File: src/rtl/func_pkg.sv
// Shared definitions for the 2-input function probe: FSM state encoding and
// truth-table codes (bit3 = f(0,0), bit2 = f(0,1), bit1 = f(1,0), bit0 = f(1,1)).
package func_pkg;

   localparam logic [1:0] ST_IDLE = 2'd0;
   localparam logic [1:0] ST_RUN  = 2'd1;
   localparam logic [1:0] ST_DONE = 2'd2;

   localparam logic [3:0] FN_ZERO = 4'b0000;
   localparam logic [3:0] FN_AND  = 4'b0001;
   localparam logic [3:0] FN_X    = 4'b0011;
   localparam logic [3:0] FN_Y    = 4'b0101;
   localparam logic [3:0] FN_XOR  = 4'b0110;
   localparam logic [3:0] FN_OR   = 4'b0111;
   localparam logic [3:0] FN_NOR  = 4'b1000;
   localparam logic [3:0] FN_XNOR = 4'b1001;
   localparam logic [3:0] FN_NAND = 4'b1110;
   localparam logic [3:0] FN_ONE  = 4'b1111;

endpackage

File: src/rtl/func_probe.sv
// Sweeps the four (x,y) input vectors through an external 2-input block,
// waits SETTLE_CYCLES per vector, and rebuilds its truth-table code in sel_out.
module func_probe
   import func_pkg::*;
#(
   parameter int SETTLE_CYCLES = 2
) (
   input  logic       clk,
   input  logic       rst_n,
   input  logic       start,
   input  logic       abort,
   input  logic [3:0] exp_sel,
   input  logic       z,
   output logic       probe_x,
   output logic       probe_y,
   output logic [3:0] sel_out,
   output logic       busy,
   output logic       done,
   output logic       valid,
   output logic       match
);

   localparam logic [3:0] SETTLE_LIM = 4'(SETTLE_CYCLES);

   logic [1:0] state_q, state_d;
   logic [1:0] idx_q, idx_d;
   logic [3:0] cnt_q, cnt_d;
   logic [3:0] sel_q, sel_d;
   logic       busy_q, busy_d;
   logic       done_q, done_d;
   logic       valid_q, valid_d;
   logic       match_q, match_d;

   always_comb begin
      state_d = state_q;
      idx_d   = idx_q;
      cnt_d   = cnt_q;
      sel_d   = sel_q;
      busy_d  = busy_q;
      done_d  = 1'b0;
      valid_d = valid_q;
      match_d = match_q;
      case (state_q)
         ST_IDLE: begin
            if (start) begin
               state_d = ST_RUN;
               busy_d  = 1'b1;
               valid_d = 1'b0;
               match_d = 1'b0;
               idx_d   = 2'd0;
               cnt_d   = 4'd0;
            end
         end
         ST_RUN: begin
            // Abort wins over a capture landing on the same edge.
            if (abort) begin
               state_d = ST_IDLE;
               busy_d  = 1'b0;
               valid_d = 1'b0;
               sel_d   = 4'd0;
               idx_d   = 2'd0;
               cnt_d   = 4'd0;
            end else if (cnt_q == SETTLE_LIM) begin
               sel_d[2'd3 - idx_q] = z;
               cnt_d = 4'd0;
               idx_d = idx_q + 2'd1;
               if (idx_q == 2'd3) begin
                  state_d = ST_DONE;
               end
            end else begin
               cnt_d = cnt_q + 4'd1;
            end
         end
         ST_DONE: begin
            state_d = ST_IDLE;
            done_d  = 1'b1;
            busy_d  = 1'b0;
            valid_d = 1'b1;
            match_d = (sel_q == exp_sel);
         end
         default: begin
            state_d = ST_IDLE;
         end
      endcase
   end

   always_ff @(posedge clk or negedge rst_n) begin
      if (!rst_n) begin
         state_q <= ST_IDLE;
         idx_q   <= 2'd0;
         cnt_q   <= 4'd0;
         sel_q   <= 4'd0;
         busy_q  <= 1'b0;
         done_q  <= 1'b0;
         valid_q <= 1'b0;
         match_q <= 1'b0;
      end else begin
         state_q <= state_d;
         idx_q   <= idx_d;
         cnt_q   <= cnt_d;
         sel_q   <= sel_d;
         busy_q  <= busy_d;
         done_q  <= done_d;
         valid_q <= valid_d;
         match_q <= match_d;
      end
   end

   // Probes are gated by state so they fall to 0,0 the moment reset lands.
   assign probe_x = (state_q == ST_RUN) & idx_q[1];
   assign probe_y = (state_q == ST_RUN) & idx_q[0];
   assign sel_out = sel_q;
   assign busy    = busy_q;
   assign done    = done_q;
   assign valid   = valid_q;
   assign match   = match_q;

endmodule

File: config.mk
export PLATFORM = sky130hd
export DESIGN_NAME = func_probe
export DESIGN_NICKNAME = d
export VERILOG_FILES = /design/src/rtl/func_pkg.sv /design/src/rtl/func_probe.sv
export SDC_FILE = /design/constraint.sdc
export NUM_CORES = 1
export LEC_CHECK = 0
export CORE_MARGIN = 3
export CORE_UTILIZATION = 54
export DETAILED_ROUTE_END_ITERATION = 8
export PLACE_DENSITY = 0.83
export SETUP_SLACK_MARGIN = 0.4
export SLEW_MARGIN = 20
export SYNTH_ARGS = -nofsm -noshare
export SYNTH_HDL_FRONTEND = slang
export SYNTH_SLANG_ARGS = --single-unit
File: constraint.sdc
create_clock -name clk -period 3.68 [get_ports clk]
set_clock_uncertainty 0.15 [all_clocks]
set_input_delay 0.736 -clock clk [delete_from_list [all_inputs] [get_ports clk]]
set_output_delay 0.736 -clock clk [all_outputs]
set_load 0.01 [all_outputs]
==> flow_summary.toml <==
[route]
detail_route.wirelength_um = 1840
firstDrtPassIters = 4
wl_per_cell_um = 13.1
ant_nets = 0
drc = 0
drtIter0Drc = 19
num_vias = 731
vias_per_cell = 5.22

[setup_path]
end_kind = "primary output"
start_kind = "register"
crit_required_ns = 2.79
crit_arrival_ns = 1.85
criticalPathCategory = "reg2out"
path_max_fanout = 10

[placed_design]
portBuffers = 18
gp_congestion = 0.808
dp_hpwl_um = 1430

[die]
dieArea_um2 = 2310
start_util = 0.600
io-pin-count = 19
fp-row-count = 14
fp.dieH_um = 48.1
die_w_um = 48.1
core_um2 = 1590

[grt]
grt_pass1_vias = 670
grt_max_degree = 17
grt_usage = 0.194
grt_first_pass_wirelength_um = 3030
grt-ovfl-total = 0
grt_antenna_before_repair = 0

[cts]
clk_pin_slew_ns = 0.09
clock_sinks = 16
insertion_delay_ns = 0.28
cts_setup_buffers = 0
h-tree-depth = 1
cts-root-buf = "clkbuf_4"
cts_buffer_depth = 2
cts_tree = "done"
post_cts_resized = 0
cts_buffers = 3
postCtsHoldBufs = 0

[power]
leakage_uw = 0.000571
powerDensity_nw_per_um2 = 557
ir_drop_v = 0.000346
finalPower_uw = 665

[yosys]
synth_edf_count = 0
synth_ff_type = "dfrtp_1"
synthCells = 96
yosysSeqAreaShare = 0.418
synth_commonest_cells = "dfrtp_1, inv_1, ha_1, a21oi_1, a31oi_1"
yosysTopAreaCell = "dfrtp_1"
ys_async_sr_fraction = 1.00
synthDominantCellAreaShare = 0.418
yosysUniqueCellTypes = 27
yosysWarnings = 0
synth-seq-cells = 16
syn-num-nets = 115
synthMostInstantiatedCell = "dfrtp_1"
syn_avg_cell_area_um2 = 9.97
syn_area_um2 = 957
synth_area_leaders = "dfrtp_1, ha_1, a21oi_1, inv_1, a31oi_1"

[cells_and_area]
seqCellArea_um2 = 400
fin_nets = 136
syn2layout_area_growth_pct = 24.7
layout-drive-gt1-share = 0.112
diodes = 0
fill_cells = 139
multi_input_area_um2 = 502

[timing]
hold_violations = 0
fmax_ghz = 0.365
setup_viol = 0
rsz0062_at_grt = "no"
period_share = 0.744
slew_headroom = 0.505
drv_slew = 0
tns_ns = 0
holdWs_ns = 0.367
post-route-min-period_ns = 2.74
worst_slew_pin_slew_ns = 0.739

[status]
outcome = "complete, no violations"

[flow_run]
drv_cap = 0

[min_path]
hp-class = "reg2reg"
-- routing by layer --
layer / up-vias / share of wire / track usage
li1: 378 / - / -
met1: 331 / 0.48 / 0.249
met2: 18 / 0.45 / 0.301
met3: 4 / 0.051 / 0.0738
met4: 0 / 0.016 / 0.0645
met5: - / 0 / 0
-- critical path, cell delays in order (launching register included) --
cell,delay (ns)
dfrtp_1,0.42
inv_1,0.09
ha_1,0.34
and2_1,0.18
clkdlybuf4s50_1,0.54
-- layout make-up --
class | instances | share of cell area
multi-input combinational | 66 | 0.420
timing repair buffer | 18 | 0.151
tap | 24 | 0.0252
inverter | 12 | 0.0377
sequential | 16 | 0.335
clock buffer | 4 | 0.0304
-- cell usage in the layout (no fill, tap or decap) --
cell type and instances:
clkdlybuf4s50_1 18, dfrtp_1 16, inv_1 12, ha_1 10, a21oi_1 9, a31oi_1 5, o21ai_0 4, o22ai_1 4
nand2_1 4, and2_1 3, nor2_1 3, xor2_1 3, clkbuf_4 3, nand2b_1 2, nor3b_2 2, mux2i_1 2
mux2_2 2, a31o_2 2, a21o_1 2, nand2b_2 1, or2_2 1, and3_1 1, or3_4 1, o2bb2ai_1 1
xnor2_1 1, nor3_1 1, o2111ai_1 1, o31ai_1 1, clkbuf_8 1
-- state kept, by name (all words and copies together), names as in the netlist --
name and count:
busy 1, cnt_q 4, sel_out 4, done 1, idx_q 2, valid 1, state_q 2, match 1
-- report_power, final --
group	switching (uW)	internal [uW]
clock	53.3	60.2
combinational	160	142
sequential	36.8	214
-- cell families after synthesis --
group	Yosys count	synth area share
AO/OA/AOI/OAI	29	0.187
multiplexers	4	0.0444
AND/OR/NAND/NOR	19	0.125
XOR/XNOR	4	0.0366
buffers and inverters	14	0.0575
adder cells (fa/ha/maj)	10	0.131
flip-flops	16	0.418
-- per-stage QoR --
| step | setup slack (ns) | util | std cells | area (um2) |
|---|---|---|---|---|
| 2_1_floorplan | 1.87 | - | 96 | 957 |
| 3_3_place_gp | 1.31 | 0.726 | 136 | 1160 |
| 3_5_place_dp | 1.26 | 0.726 | 136 | 1160 |
| 4_1_cts | 0.920 | 0.749 | 140 | 1190 |
| 5_1_grt | 0.779 | 0.749 | 140 | 1190 |
| 6_report | 0.940 | 0.749 | 140 | 1190 |
-- final timing paths --
kind / startpoint / end / slack, ns / cells past startpoint
worst min register to register: valid / valid / 0.37 / 1
max in group asynchronous: rst_n / valid / 2.19 / 1
worst max-delay path: state_q[1] / probe_y / 0.94 / 4
min in group asynchronous: rst_n / sel_out[0] / 0.73 / 1
worst max register to register: cnt_q[0] / idx_q[1] / 1.61 / 6
worst min-delay path: valid / valid / 0.37 / 1
(Power assumes the default switching activity.)
